===== src/rtl/bfm_pkg.sv =====
// ============================================================================
// Module   : bfm_pkg
// Brief    : Shared types and width helpers for the multi-channel switch/LED BFM.
// Revision : 1.0 - initial release
// ============================================================================
`default_nettype none

package bfm_pkg;

    typedef enum logic [1:0] {
        IDLE   = 2'd0,
        WR_REQ = 2'd1,
        RD_REQ = 2'd2
    } bfm_state_t;

    // Wide enough for any supported data width; users slice the low strobe bits.
    localparam logic [127:0] STRB_ALL = '1;

    function automatic int ch_w(input int num_ch);
        return $clog2(num_ch);
    endfunction

    function automatic int strb_w(input int data_w);
        return data_w / 8;
    endfunction

endpackage

`default_nettype wire


===== src/rtl/bfm_multi_ch_sequencer_if.sv =====
// ============================================================================
// Module   : bfm_multi_ch_sequencer_if
// Brief    : User-side request port of the AXI-lite bridge (U_* signal group).
// Revision : 1.0 - initial release
// ============================================================================
`default_nettype none

interface bfm_multi_ch_sequencer_if
    import bfm_pkg::*;
#(
    parameter int ADDR_W = 32,
    parameter int DATA_W = 32
);
    logic                          U_WDONE;
    logic                          U_RDONE;
    logic [DATA_W-1:0]             U_RDATA;
    logic                          U_WVALID;
    logic [ADDR_W-1:0]             U_AWADDR;
    logic [DATA_W-1:0]             U_WDATA;
    logic [strb_w(DATA_W)-1:0]     U_STRB;
    logic                          U_RVALID;
    logic [ADDR_W-1:0]             U_ARADDR;
    logic [3:0]                    U_BLEN;

    modport master (
        input  U_WDONE, U_RDONE, U_RDATA,
        output U_WVALID, U_AWADDR, U_WDATA, U_STRB, U_RVALID, U_ARADDR, U_BLEN
    );

    modport slave (
        output U_WDONE, U_RDONE, U_RDATA,
        input  U_WVALID, U_AWADDR, U_WDATA, U_STRB, U_RVALID, U_ARADDR, U_BLEN
    );

endinterface

`default_nettype wire


===== src/rtl/bfm_cycle_timer.sv =====
// ============================================================================
// Module   : bfm_cycle_timer
// Brief    : Down-counter from PERIOD-1 to 0; expire flags the last cycle.
// Revision : 1.0 - initial release
// ============================================================================
`default_nettype none

module bfm_cycle_timer #(
    parameter int PERIOD = 2
) (
    input  wire logic clk,
    input  wire logic reset,
    input  wire logic load,
    input  wire logic en,
    output logic      expire
);
    localparam int              CNT_W = (PERIOD > 1) ? $clog2(PERIOD) : 1;
    localparam logic [CNT_W-1:0] c_top = CNT_W'(PERIOD - 1);

    logic [CNT_W-1:0] r_cnt;

    // Expiry while enabled wraps back to the top so periodic use needs no reload.
    always_ff @(posedge clk) begin
        if (reset || load) begin
            r_cnt <= c_top;
        end else if (en) begin
            r_cnt <= (r_cnt == '0) ? c_top : r_cnt - 1'b1;
        end
    end

    assign expire = (r_cnt == '0);

endmodule

`default_nettype wire


===== src/rtl/bfm_multi_ch_sequencer.sv =====
// ============================================================================
// Module   : bfm_multi_ch_sequencer
// Brief    : Switch/LED bus-functional master with polled reads and change-triggered writes.
// Revision : 1.0 - initial release
// ============================================================================
`default_nettype none

module bfm_multi_ch_sequencer
    import bfm_pkg::*;
#(
    parameter int              ADDR_W    = 32,
    parameter int              DATA_W    = 32,
    parameter int              SW_W      = 16,
    parameter int              LED_W     = 13,
    parameter int              NUM_CH    = 4,
    parameter logic [ADDR_W-1:0] BASE_ADDR = '0,
    parameter int              POLL_CYC  = 64,
    parameter int              TIMEOUT   = 255,
    parameter logic [3:0]      BLEN      = 4'hF,
    localparam int             CH_W      = ch_w(NUM_CH)
) (
    input  wire logic              clk,
    input  wire logic              reset,
    input  wire logic [SW_W-1:0]   sw,
    bfm_multi_ch_sequencer_if.master bus,
    output logic [LED_W-1:0]       led,
    output logic [CH_W-1:0]        rd_ch,
    output logic                   err
);
    localparam int c_strb_w  = strb_w(DATA_W);
    localparam int c_field_w = SW_W - CH_W - 1;

    bfm_state_t r_state, w_state_nxt;

    logic                r_wvalid, r_rvalid, r_err;
    logic [ADDR_W-1:0]   r_awaddr, r_araddr;
    logic [DATA_W-1:0]   r_wdata;
    logic [c_strb_w-1:0] r_strb;
    logic [3:0]          r_blen;
    logic [LED_W-1:0]    r_led;
    logic [CH_W-1:0]     r_ch, r_rd_ch;
    logic [DATA_W-1:0]   r_shadow [NUM_CH];
    logic [NUM_CH-1:0]   r_shadow_vld;

    logic                w_mode, w_busy, w_tick, w_dirty;
    logic                w_poll_exp, w_wait_exp;
    logic [CH_W-1:0]     w_ch;
    logic [DATA_W-1:0]   w_data;
    logic [ADDR_W-1:0]   w_addr;
    logic                w_start_wr, w_start_rd, w_wr_done, w_rd_done, w_abort;

    assign w_mode  = sw[SW_W-1];
    assign w_ch    = sw[SW_W-2 -: CH_W];
    assign w_data  = DATA_W'(sw[c_field_w-1:0]);
    assign w_addr  = BASE_ADDR + ADDR_W'(w_ch) * ADDR_W'(c_strb_w);
    assign w_dirty = !r_shadow_vld[w_ch] || (r_shadow[w_ch] != w_data);
    assign w_busy  = (r_state != IDLE);
    assign w_tick  = !w_busy && w_poll_exp;

    bfm_cycle_timer #(.PERIOD(POLL_CYC)) u_poll_timer (
        .clk    (clk),
        .reset  (reset),
        .load   (w_busy),
        .en     (!w_busy),
        .expire (w_poll_exp)
    );

    bfm_cycle_timer #(.PERIOD(TIMEOUT)) u_wait_timer (
        .clk    (clk),
        .reset  (reset),
        .load   (!w_busy),
        .en     (w_busy),
        .expire (w_wait_exp)
    );

    always_ff @(posedge clk) begin
        if (reset) r_state <= IDLE;
        else       r_state <= w_state_nxt;
    end

    // Done is tested before the wait timer so a coincident done completes normally.
    always_comb begin
        w_state_nxt = r_state;
        w_start_wr  = 1'b0;
        w_start_rd  = 1'b0;
        w_wr_done   = 1'b0;
        w_rd_done   = 1'b0;
        w_abort     = 1'b0;
        case (r_state)
            IDLE: begin
                if (w_tick) begin
                    if (!w_mode) begin
                        w_start_rd  = 1'b1;
                        w_state_nxt = RD_REQ;
                    end else if (w_dirty) begin
                        w_start_wr  = 1'b1;
                        w_state_nxt = WR_REQ;
                    end
                end
            end
            WR_REQ: begin
                if (bus.U_WDONE) begin
                    w_wr_done   = 1'b1;
                    w_state_nxt = IDLE;
                end else if (w_wait_exp) begin
                    w_abort     = 1'b1;
                    w_state_nxt = IDLE;
                end
            end
            RD_REQ: begin
                if (bus.U_RDONE) begin
                    w_rd_done   = 1'b1;
                    w_state_nxt = IDLE;
                end else if (w_wait_exp) begin
                    w_abort     = 1'b1;
                    w_state_nxt = IDLE;
                end
            end
            default: w_state_nxt = IDLE;
        endcase
    end

    always_ff @(posedge clk) begin
        if (reset) begin
            r_wvalid     <= 1'b0;
            r_rvalid     <= 1'b0;
            r_err        <= 1'b0;
            r_awaddr     <= '0;
            r_araddr     <= '0;
            r_wdata      <= '0;
            r_strb       <= '0;
            r_blen       <= '0;
            r_led        <= '0;
            r_ch         <= '0;
            r_rd_ch      <= '0;
            r_shadow_vld <= '0;
            for (int i = 0; i < NUM_CH; i++) r_shadow[i] <= '0;
        end else begin
            r_strb <= STRB_ALL[c_strb_w-1:0];
            r_blen <= BLEN;
            if (w_start_wr) begin
                r_wvalid <= 1'b1;
                r_awaddr <= w_addr;
                r_wdata  <= w_data;
                r_ch     <= w_ch;
            end
            if (w_start_rd) begin
                r_rvalid <= 1'b1;
                r_araddr <= w_addr;
                r_ch     <= w_ch;
            end
            if (w_wr_done) begin
                r_wvalid             <= 1'b0;
                r_shadow[r_ch]       <= r_wdata;
                r_shadow_vld[r_ch]   <= 1'b1;
            end
            if (w_rd_done) begin
                r_rvalid <= 1'b0;
                r_led    <= bus.U_RDATA[LED_W-1:0];
                r_rd_ch  <= r_ch;
            end
            if (w_abort) begin
                r_wvalid <= 1'b0;
                r_rvalid <= 1'b0;
                r_err    <= 1'b1;
            end
        end
    end

    assign bus.U_WVALID = r_wvalid;
    assign bus.U_AWADDR = r_awaddr;
    assign bus.U_WDATA  = r_wdata;
    assign bus.U_STRB   = r_strb;
    assign bus.U_RVALID = r_rvalid;
    assign bus.U_ARADDR = r_araddr;
    assign bus.U_BLEN   = r_blen;
    assign led          = r_led;
    assign rd_ch        = r_rd_ch;
    assign err          = r_err;

endmodule

`default_nettype wire

===== src/flat_wrapper.sv =====
// flat-port wrapper written by rule: the top's interface ports become plain ports
module bfm_multi_ch_sequencer_flat import bfm_pkg::*;
#(
    parameter int              ADDR_W    = 32,
    parameter int              DATA_W    = 32,
    parameter int              SW_W      = 16,
    parameter int              LED_W     = 13,
    parameter int              NUM_CH    = 4,
    parameter logic [ADDR_W-1:0] BASE_ADDR = '0,
    parameter int              POLL_CYC  = 64,
    parameter int              TIMEOUT   = 255,
    parameter logic [3:0]      BLEN      = 4'hF,
    localparam int             CH_W      = ch_w(NUM_CH)
)
  (clk, reset, sw, led, rd_ch, err, bus_U_WDONE, bus_U_RDONE, bus_U_RDATA, bus_U_WVALID, bus_U_AWADDR, bus_U_WDATA, bus_U_STRB, bus_U_RVALID, bus_U_ARADDR, bus_U_BLEN);
  bfm_multi_ch_sequencer_if #(.ADDR_W(ADDR_W), .DATA_W(DATA_W)) bus_i ();
  input  wire logic clk;
  input  wire logic reset;
  input  wire logic [SW_W-1:0] sw;
  output logic [LED_W-1:0] led;
  output logic [CH_W-1:0] rd_ch;
  output logic err;
  input wire logic [$bits(bus_i.U_WDONE)-1:0] bus_U_WDONE;
  input wire logic [$bits(bus_i.U_RDONE)-1:0] bus_U_RDONE;
  input wire logic [$bits(bus_i.U_RDATA)-1:0] bus_U_RDATA;
  output wire logic [$bits(bus_i.U_WVALID)-1:0] bus_U_WVALID;
  output wire logic [$bits(bus_i.U_AWADDR)-1:0] bus_U_AWADDR;
  output wire logic [$bits(bus_i.U_WDATA)-1:0] bus_U_WDATA;
  output wire logic [$bits(bus_i.U_STRB)-1:0] bus_U_STRB;
  output wire logic [$bits(bus_i.U_RVALID)-1:0] bus_U_RVALID;
  output wire logic [$bits(bus_i.U_ARADDR)-1:0] bus_U_ARADDR;
  output wire logic [$bits(bus_i.U_BLEN)-1:0] bus_U_BLEN;
  assign bus_i.U_WDONE = bus_U_WDONE;
  assign bus_i.U_RDONE = bus_U_RDONE;
  assign bus_i.U_RDATA = bus_U_RDATA;
  assign bus_U_WVALID = bus_i.U_WVALID;
  assign bus_U_AWADDR = bus_i.U_AWADDR;
  assign bus_U_WDATA = bus_i.U_WDATA;
  assign bus_U_STRB = bus_i.U_STRB;
  assign bus_U_RVALID = bus_i.U_RVALID;
  assign bus_U_ARADDR = bus_i.U_ARADDR;
  assign bus_U_BLEN = bus_i.U_BLEN;
  bfm_multi_ch_sequencer #(.ADDR_W(ADDR_W), .DATA_W(DATA_W), .SW_W(SW_W), .LED_W(LED_W), .NUM_CH(NUM_CH), .BASE_ADDR(BASE_ADDR), .POLL_CYC(POLL_CYC), .TIMEOUT(TIMEOUT), .BLEN(BLEN)) u_core (.clk(clk), .reset(reset), .sw(sw), .bus(bus_i), .led(led), .rd_ch(rd_ch), .err(err));
endmodule

===== config.mk =====
export PLATFORM = sky130hd
export DESIGN_NAME = bfm_multi_ch_sequencer_flat
export DESIGN_NICKNAME = d
export VERILOG_FILES = /design/src/rtl/bfm_pkg.sv /design/src/rtl/bfm_multi_ch_sequencer_if.sv /design/src/rtl/bfm_cycle_timer.sv /design/src/rtl/bfm_multi_ch_sequencer.sv /design/src/flat_wrapper.sv
export SDC_FILE = /design/constraint.sdc
export NUM_CORES = 1
export LEC_CHECK = 0
export CAP_MARGIN = 20
export CORE_ASPECT_RATIO = 1.25
export CORE_UTILIZATION = 47
export DETAILED_ROUTE_END_ITERATION = 10
export HOLD_SLACK_MARGIN = 0.06
export PLACE_DENSITY_LB_ADDON = 0.25
export SETUP_SLACK_MARGIN = 0.5
export SLEW_MARGIN = 20
export SYNTH_ARGS = -nofsm -noshare
export SYNTH_HDL_FRONTEND = slang
export SYNTH_HIERARCHICAL = 1
export SYNTH_SLANG_ARGS = --single-unit

===== constraint.sdc =====
create_clock -name clk -period 2.59 [get_ports clk]
set_input_delay 0.6475 -clock clk [delete_from_list [all_inputs] [get_ports clk]]
set_output_delay 0.6475 -clock clk [all_outputs]
set_load 0.1 [all_outputs]

==> metrics.md <==
| Metric | Value |
|---|---|
| Final nets | ~690 |
| Layout cells sized above 1 | 21.5% |
| Buffer and inverter count on the worst path | 4 |
| Drt pass-1 iters | 7 |
| Synthesis Warnings | 6 |
| Global placer's final weighted congestion | 0.760 |
| Fmax | ~0.44 GHz |
| CP arrival | 2.52 ns |
| R2R Setup Slk | 0.44 ns |
| Area growth, synth to finish | 19.7% |
| Total CTS buffers | 9 |
| Initial DRC Count | around 150 |
| Antenna Cells | 0 |
| FP Rows | 44 |
| Mapped Cells | ~540 |
| DR vias/cell | 4.81 |
| Total GRT Usage | 19.2% |
| Async set-reset flop share out of synthesis | 0% |
| CP max-delay cell | mux4_2 |
| I/O Pins | 174 |
| First-pass GRT wire length | 18,700 um |
| Sequential cell area | ~0.0027 mm2 |
| Seq/Total Area, Yosys | between 40% and 50% |
| CP Capture Point | u_core/bus.U_WVALID$_SDFFE_PP0P_ |
| Max stage delay on crit path | about 0.5 ns |
| Main synth FF type | dfxtp_1 |
| Sink Count | 110 |
| HP Start | u_core/r_shadow_vld[3]$_SDFFE_PP0P_ |
| WP depth | 9 |
| Endpoint class of the critical path | flop |
| Placed cells | between 700 and 800 |
| Finished Layout Cells | 795 |
| Wirelength per Cell | 15.0 um |
| Cell depth of the worst flop-to-flop path | 7 |
| CP Launch Type | input port |
| Leakage | about 2.8 nW |
| Outcome | finished clean |
| DIE AREA | 0.0126 mm2 |
| FF-to-FF End | u_core/r_state[1]$_SDFFE_PP0P_ |
| Worst-margin pin slew | 0.568 ns |
| Worst Setup SP | sw[13] |
| Final period util | 88.4% |
| Final TNS setup | 0 ns |
| Initial antenna violation count | 0 |
| Chip width | about 100 um |
| CP Class | in2reg |
| RSZ-0062 raised after global routing | true |
| Post-Syn Area per Cell | 10.5 um2 |
| Cell Pwr Density | 620 mW/mm2 |
| Core area | around 0.012 mm2 |
| Post-synth EDFFs | 52 |
| CP Max Fanout | 7 |
| Multi-input gate area | 0.00255 mm2 |
| Reg-to-reg startpoint | u_core/u_wait_timer/r_cnt[0]$_SDFFE_PP0P_ |
| Post-Route WL | 11,900 um |
| Clk_lat worst skew | 0.34 ns |
| Worst-path clk slew | 0.07 ns |
| Distinct cell type count after synthesis | 58 |
| Critical-path cell list | buf_8 -> buf_12 -> buf_12 -> mux4_2 -> xor2_1 -> nor4_4 -> a21oi_4 -> buf_6 -> o211a_1 |
| Final Total Pwr | 4.23 mW |
| Hold Buf Count CTS | 0 |
| Delay-heaviest family, CP | multiplexers |
| Clock buffer depth | 2 |
| DP Wirelength | 8070 um |
| Share of the core filled with cells | 58.2% |
| PortBufs | 75 |
| Fin crit period | ~2.3 ns |
| Chip height | roughly 130 um |
| Area of the mapped netlist | 0.00570 mm2 |
| Max cap viols | 0 |
| Clk root buf | clkbuf_16 |
| Maximum vdd ir drop | 321 uV |
| Worst clock skew | 0.00697 ns |
| Synthesized flop and latch total | 110 |
| Initial Utilization | 48.6% |
| Worst hold path class | reg2reg |
| Endpoints failing setup | 0 |
| Relative slew slack | 62.1% |
| Fillers | 986 |
| Vias in the first global route | 3,788 |
| Largest net degree at the start of global routing | 38 |
| Final Hold Violating Endpoints | 0 |
| Max-slew violations | 0 |
| Routed vias | between 3,000 and 4,000 |
| Req. time, crit path | 2.82 ns |
| Post-route ant nets | 0 |
| Remaining Overflow, GRT | 0 |
| H-tree levels | 3 |
| Crit path top cell by count | buf_12 |
| # DRC | 0 |
| CTS tree | built |
==> per-layer routing <==
| layer | vias up | global-route usage, % | wire (um) |
|---|---|---|---|
| met5 | - | 0 | 0 |
| met4 | 0 | 6.56 | 204 |
| met3 | 16 | 3.02 | 538 |
| met2 | 127 | 34.6 | 6280 |
| met1 | 1828 | 22.8 | 4910 |
| li1 | 1851 | - | - |
==> worst min-delay path by stage <==
stage / endpoint / depth (start not counted) / slack [ns]
2_1_floorplan: u_core/r_shadow_vld[3]$_SDFFE_PP0P_ / 2 / 0.42
3_3_place_gp: u_core/r_shadow_vld[1]$_SDFFE_PP0P_ / 1 / 0.43
3_5_place_dp: u_core/r_shadow_vld[1]$_SDFFE_PP0P_ / 1 / 0.44
4_1_cts: u_core/r_shadow_vld[3]$_SDFFE_PP0P_ / 2 / 0.45
5_1_grt: u_core/led[1]$_SDFFE_PP0P_ / 2 / 0.47
6_report: u_core/r_shadow_vld[3]$_SDFFE_PP0P_ / 2 / 0.45
==> stage by stage <==
stage	area [um2]	setup slack (ns)	hold WS, ns
after floorplan	5970	0.207	0.422
after global placement	6240	-0.528	0.430
after detailed placement	6240	-0.568	0.441
after CTS	6720	0.258	0.455
after global routing	6820	0.244	0.470
final	6820	0.300	0.448
==> Yosys cell counts, types with 3 or more instances <==
cell       n  area [um2]
o211ai_1   4        30.0
mux4_1     8         210
a21oi_1   24         120
nor3_1     6        30.0
or3_1      3        18.8
o21ai_0   12        60.1
nand2_1   81         304
buf_4     87         653
edfxtp_1  52        1560
xor2_1     4        35.0
nand3_1    5        25.0
o31ai_1    3        22.5
or2_2      4        25.0
nor2_1    21        78.8
ha_1       8         100
mux4_2     4        90.1
clkbuf_1  13        48.8
a21o_1     3        22.5
mux2i_1   20         200
dfxtp_1   58        1160
and2_1    54         338
inv_1     14        52.6
xnor2_1   12         105
==> sequential cells by signal, summed over array words and instances, names as in the netlist, 4 cells and up <==
name                       cells
u_core/bus.U_WDATA            13
u_core/led                    13
u_core/r_shadow               52
u_core/r_shadow_vld            4
u_core/u_poll_timer/r_cnt      6
u_core/u_wait_timer/r_cnt      8
==> power breakdown <==
part,leakage [nW],internal (mW),total [mW],switching [mW]
Sequential,0.962,1.86,1.88,0.0197
Clock,0.166,0.897,1.49,0.593
Combinational,1.65,0.167,0.854,0.687
==> cell families after synthesis <==
kind of cell    share of synthesized area (%)
xor+xnor                                 2.46
other cells                            0.0658
fa+ha+maj                                1.76
simple gates                             18.0
mux                                      8.99
buf+inv                                  14.3
compound gates                           6.66
flops                                    47.8
==> final cells by class <==
cell class | instances | area share, %
flip-flops and latches | 110 | 39.9
multi-input cells | 391 | 37.3
repair buffers | 103 | 14.1
clock buffers | 14 | 4.37
well taps | 161 | 2.95
inverters | 14 | 0.771
clock inverters | 2 | 0.514
==> worst register-to-register path, cell delays in order (launching register included) <==
cell and delay, ns:
dfxtp_1 0.42, inv_1 0.11, ha_1 0.21, or3b_1 0.29, nor2_1 0.11, or3_1 0.44, a221o_1 0.37, a31oi_1 0.13
==> timing repair <==
action / in CTS / in global routing
pin swaps: 7 / 14
buffers inserted: 6 / 1
gates resized for setup: 20 / 16
endpoints found under the hold margin: 0 / 0
endpoints found under the setup margin: 20 / 59
gates cloned: 0 / 2
==> layout by cell type, fill, tap and decap left out, types with 13 or more instances in the layout <==
master / count
conb_1: 79
nand2_1: 77
buf_4: 61
dfxtp_1: 57
and2_1: 54
edfxtp_1: 52
clkdlybuf4s50_1: 30
a21oi_1: 22
mux2i_1: 20
nor2_1: 20
inv_1: 14
clkbuf_16: 13
No activity file was read; power rests on OpenSTA's default activity.
